[src/rtl/hazard_stall_ctrl.sv]
// Hazard sequencer: load-use stalls, taken-branch flushes and multi-cycle EX waits for the 5-stage core.
// Optional HAZARD_PERF_CNT_EN adds saturating StallCnt/FlushCnt performance counters.
module hazard_stall_ctrl #(
  parameter int LOAD_STALL_CYCLES = 1,
  parameter int FLUSH_CYCLES      = 1
) (
  input  logic       Clk,
  input  logic       Rst,
  input  logic [4:0] IFIDrs,
  input  logic [4:0] IFIDrt,
  input  logic       IFIDUsesRt,
  input  logic [4:0] IDEXrt,
  input  logic       IDEXMemRead,
  input  logic       BranchTaken,
  input  logic       MulStart,
  input  logic       MulDone,
  output logic       PCWrite,
  output logic       IFIDWrite,
  output logic       IFIDFlush,
  output logic       IDEXBubble,
  output logic       ExHold,
  output logic [1:0] State
`ifdef HAZARD_PERF_CNT_EN
  ,
  output logic [15:0] StallCnt,
  output logic [15:0] FlushCnt
`endif
);

  typedef enum logic [1:0] {
    RUN    = 2'b00,
    LSTALL = 2'b01,
    FLUSH  = 2'b10,
    MWAIT  = 2'b11
  } state_e;

  localparam logic [2:0] LoadReload  = 3'(LOAD_STALL_CYCLES - 1);
  localparam logic [2:0] FlushReload = 3'(FLUSH_CYCLES - 1);
  localparam bit         LoadMulti   = (LOAD_STALL_CYCLES > 1);
  localparam bit         FlushMulti  = (FLUSH_CYCLES > 1);

  state_e     state_q, state_d;
  logic [2:0] cnt_q, cnt_d;

  logic load_use;
  logic pc_write, ifid_write, ifid_flush, idex_bubble, ex_hold;

  // rt only matters when the ID instruction actually reads it; $zero never hazards
  assign load_use = IDEXMemRead && (IDEXrt != 5'd0) &&
                    ((IDEXrt == IFIDrs) || (IFIDUsesRt && (IDEXrt == IFIDrt)));

  always_comb begin
    state_d     = state_q;
    cnt_d       = cnt_q;
    pc_write    = 1'b1;
    ifid_write  = 1'b1;
    ifid_flush  = 1'b0;
    idex_bubble = 1'b0;
    ex_hold     = 1'b0;

    case (state_q)
      MWAIT: begin
        if (MulDone) begin
          state_d = RUN;
        end else begin
          pc_write   = 1'b0;
          ifid_write = 1'b0;
          ex_hold    = 1'b1;
        end
      end

      default: begin
        // A taken branch pre-empts any stall or flush in progress and restarts the flush
        if (BranchTaken) begin
          ifid_flush  = 1'b1;
          idex_bubble = 1'b1;
          if (FlushMulti) begin
            state_d = FLUSH;
            cnt_d   = FlushReload;
          end else begin
            state_d = RUN;
            cnt_d   = 3'd0;
          end
        end else if (state_q == LSTALL) begin
          pc_write    = 1'b0;
          ifid_write  = 1'b0;
          idex_bubble = 1'b1;
          cnt_d       = cnt_q - 3'd1;
          if (cnt_q <= 3'd1) begin
            state_d = RUN;
            cnt_d   = 3'd0;
          end
        end else if (state_q == FLUSH) begin
          ifid_flush  = 1'b1;
          idex_bubble = 1'b1;
          cnt_d       = cnt_q - 3'd1;
          if (cnt_q <= 3'd1) begin
            state_d = RUN;
            cnt_d   = 3'd0;
          end
        end else if (MulStart) begin
          state_d = MWAIT;
        end else if (load_use) begin
          pc_write    = 1'b0;
          ifid_write  = 1'b0;
          idex_bubble = 1'b1;
          if (LoadMulti) begin
            state_d = LSTALL;
            cnt_d   = LoadReload;
          end
        end
      end
    endcase
  end

  always_ff @(posedge Clk or posedge Rst) begin
    if (Rst) begin
      state_q <= RUN;
      cnt_q   <= 3'd0;
    end else begin
      state_q <= state_d;
      cnt_q   <= cnt_d;
    end
  end

  // Reset overrides asynchronously so an in-flight stall or wait is dropped at once
  assign PCWrite    = Rst ? 1'b0 : pc_write;
  assign IFIDWrite  = Rst ? 1'b0 : ifid_write;
  assign IFIDFlush  = Rst ? 1'b1 : ifid_flush;
  assign IDEXBubble = Rst ? 1'b1 : idex_bubble;
  assign ExHold     = Rst ? 1'b0 : ex_hold;
  assign State      = state_q;

`ifdef HAZARD_PERF_CNT_EN
  logic [15:0] stall_cnt_q, flush_cnt_q;

  always_ff @(posedge Clk or posedge Rst) begin
    if (Rst) begin
      stall_cnt_q <= 16'd0;
      flush_cnt_q <= 16'd0;
    end else begin
      if (!pc_write && (stall_cnt_q != 16'hFFFF)) stall_cnt_q <= stall_cnt_q + 16'd1;
      if (ifid_flush && (flush_cnt_q != 16'hFFFF)) flush_cnt_q <= flush_cnt_q + 16'd1;
    end
  end

  assign StallCnt = stall_cnt_q;
  assign FlushCnt = flush_cnt_q;
`endif

endmodule

[config.mk]
export PLATFORM = sky130hd
export DESIGN_NAME = hazard_stall_ctrl
export DESIGN_NICKNAME = d
export VERILOG_FILES = /design/src/rtl/hazard_stall_ctrl.sv
export SDC_FILE = /design/constraint.sdc
export NUM_CORES = 1
export LEC_CHECK = 0
export ABC_AREA = 1
export BUFFER_PORTS_ARGS = -buffer_cell sky130_fd_sc_hd__buf_2
export CELL_PAD_IN_SITES_DETAIL_PLACEMENT = 1
export CELL_PAD_IN_SITES_GLOBAL_PLACEMENT = 1
export CORE_ASPECT_RATIO = 1.5
export CORE_UTILIZATION = 30
export DETAILED_ROUTE_END_ITERATION = 10
export PLACE_DENSITY = 0.86
export RECOVER_POWER = 100
export SLEW_MARGIN = 10
export SYNTH_ARGS = -nofsm -noshare
export SYNTH_HDL_FRONTEND = slang
export SYNTH_SLANG_ARGS = --single-unit
[constraint.sdc]
create_clock -name Clk -period 3.45 [get_ports Clk]
set_input_delay 0.345 -clock Clk [delete_from_list [all_inputs] [get_ports Clk]]
set_output_delay 0.345 -clock Clk [all_outputs]
set_load 0.1 [all_outputs]
==> out/qor.txt <==
area share of the largest cell type after synthesis: 22.6%
full die area: 0.00218 sq mm
max-cap violations: 0
number of global-route vias before repair: 747
Die X-Extent: 38.5 um
Tmin final: 2660 ps
arrival time reported for the critical path endpoint: 2320 ps
first-pass detailed-route iteration total: 2
share of final-layout standard cells stronger than drive strength 1: 19.0%
input/output buffers: 28
power per cell area: 757 mW/mm^2
num rows: 19
library cells used by synthesis: 17
critical path type: flop to output port
worst IR drop on VDD: 611 uV
first-pass GRT wire length: 3020 um
number of levels the H-tree was split into: 1
outcome: completed
leading cell types in the layout, fill and taps excluded: nand2_1, inv_1, buf_2
part of the Yosys area used for sequential elements: 20.9%
count of cells resized by post-cts repair: 0
All-Layer GR Usage: 19.6%
clock skew after layout: 0.568 ps
largest cells by area after synthesis: nand2_1, dfrtp_1, inv_1
Worst Setup Start Kind: flop
number of instances in the synthesized netlist: 106
vias per cell: 4.72
type of the worst min-delay path: input pin to asynchronous set/reset pin
clock tree from TritonCTS: yes
Final Power: 584 uW
leading cell type in the layout, fill and taps excluded: nand2_1
post-synth net total: 132
iteration-0 DRC count of the detailed router: 6
antenna violations before repair: 0
depth of the most critical reg-to-reg path: 6
Clk Tree Root Cell: clkbuf_4
placeable core region: 0.00185 sq mm
CTS Buf Count: 3
fin. max-slew vios: 0
warnings from Yosys: 0
number of endpoints with negative hold slack in the final report: 0
Bufs on Longest Clock Path: 2
number of vias in the routed layout: 746
average footprint of a synthesized cell: 5.64 sq um
final number of setup-violating endpoints: 0
kind of end point of the critical path: output port
number of nets in the final layout: 164
antenna viol nets, final: 0
buffer count from post-CTS setup fixing: 0
Die Span Y: 56.7 um
Clock Latency Late Sink: 260 ps
final routed DRC violation total: 0
Crit Path Max Fanout: 7
Synth Cell Area: 598 sq um
reg2reg setup slack: 1850 ps
Antenna Diode Count: 0
cell taking the most area after synthesis: nand2_1
IO Pins: 29
HPWL reported at the end of detailed placement: 1560 um
area growth from synthesis to layout: 29.1%
Req. time, crit path: 3110 ps
leakage power figure: 0.482 nW
timing-limited maximum frequency: 375 MHz
reg-to-reg critical path startpoint: State[1]$_DFFE_PP0P_
Final GP Congestion: 0.700
count of state elements after synthesis: 5
Worst-Margin Slew: 1180 ps
Routed wire per std cell: 11.2 um
part of the cycle the worst path needs: 77.2%
setup TNS: 0 ps
Filler Cell Count: 294
worst rel slew slack: 21.6%
maximum number of pins on one net before global-route repair: 9
starting density of the core: 32.3%
grt ovf: 0
clock-pin slew of the registers on the worst-case setup and hold paths: 40 ps
setup repair after global routing missed its margin: false
clock sink total: 5
Worst Setup SP: State[1]$_DFFE_PP0P_
FF-to-FF End: cnt_q[0]$_DFFE_PP0P_
total wire length: 1770 um
Critical path destination: PCWrite
CTS Hold Bufs: 0
worst min path at each step:
| stage | startpoint | to | cells after the start |
|---|---|---|---|
| final | Rst | cnt_q[1]$_DFFE_PP0P_ | 2 |
| after global placement | Rst | cnt_q[2]$_DFFE_PP0P_ | 2 |
| after global routing | Rst | cnt_q[2]$_DFFE_PP0P_ | 2 |
| after CTS | Rst | cnt_q[2]$_DFFE_PP0P_ | 2 |
| after detailed placement | Rst | cnt_q[2]$_DFFE_PP0P_ | 2 |
| after floorplan | Rst | State[0]$_DFFE_PP0P_ | 1 |
metrics by stage:
stage               util [%]  std cells  setup WS, ps  instance area, sq um  hold slack, ps
finish                  41.6        158           786                   772            18.6
global route            41.6        158           665                   772            60.5
CTS                     42.4        158          1210                   787            40.1
detailed placement      41.0        154          1500                   761             310
global placement        41.0        154          1540                   761             303
floorplan                  -        106           170                   602             149
critical path, stage by stage (launching register included):
cell and delay (ps):
dfrtp_1 440, ha_1 240, inv_1 80, or2_0 170
nand2_1 80, a21oi_2 150, clkbuf_1 890
layer usage:
metal  vias to the layer above  routed length (um)  track usage (%)
li1                        381                   -                -
met1                       339                 620             17.9
met2                        20                1030             37.3
met3                         6                  68             2.37
met4                         0                  49             11.8
met5                         -                   0                0
power by group:
part	internal (mW)	switching (mW)	leakage (nW)	total, mW
clock network	0.0440	0.0278	0.0150	0.0717
logic	0.0940	0.305	0.402	0.399
registers	0.0861	0.0271	0.0646	0.113
cell families (layout without fill, tap and decap cells):
logic type / count (synthesis) / after routing / synth area share, %
mux: 1 / 1 / 1.67
compound gates: 10 / 10 / 10.9
fa+ha+maj: 4 / 4 / 8.37
xor+xnor: 1 / 1 / 1.46
simple gates: 58 / 58 / 39.1
buf+inv: 27 / 58 / 17.6
flops: 5 / 5 / 20.9
flip-flops by register name, summed over array words and instances (netlist names):
| register | cells |
|---|---|
| cnt_q | 3 |
| State | 2 |
Yosys cell counts, drive strengths merged:
cell    number
xnor2        1
or2          1
nand3        9
mux2i        1
nand2       36
a31oi        1
o211ai       1
nor2        11
ha           4
nand4        1
o22ai        3
o21a         1
buf          1
a21oi        4
dfrtp        5
inv         26
layout make-up:
cell class	instances	area (sq um)	share of cell area, %
Inverter	26	97.6	12.6
Sequential cell	5	125	16.2
Tap cell	21	26.3	3.40
Clock buffer	4	26.3	3.40
Multi-Input combinational cell	74	367	47.5
Timing Repair Buffer	28	130	16.9
Note: power is estimated with default switching activity, not from simulation.
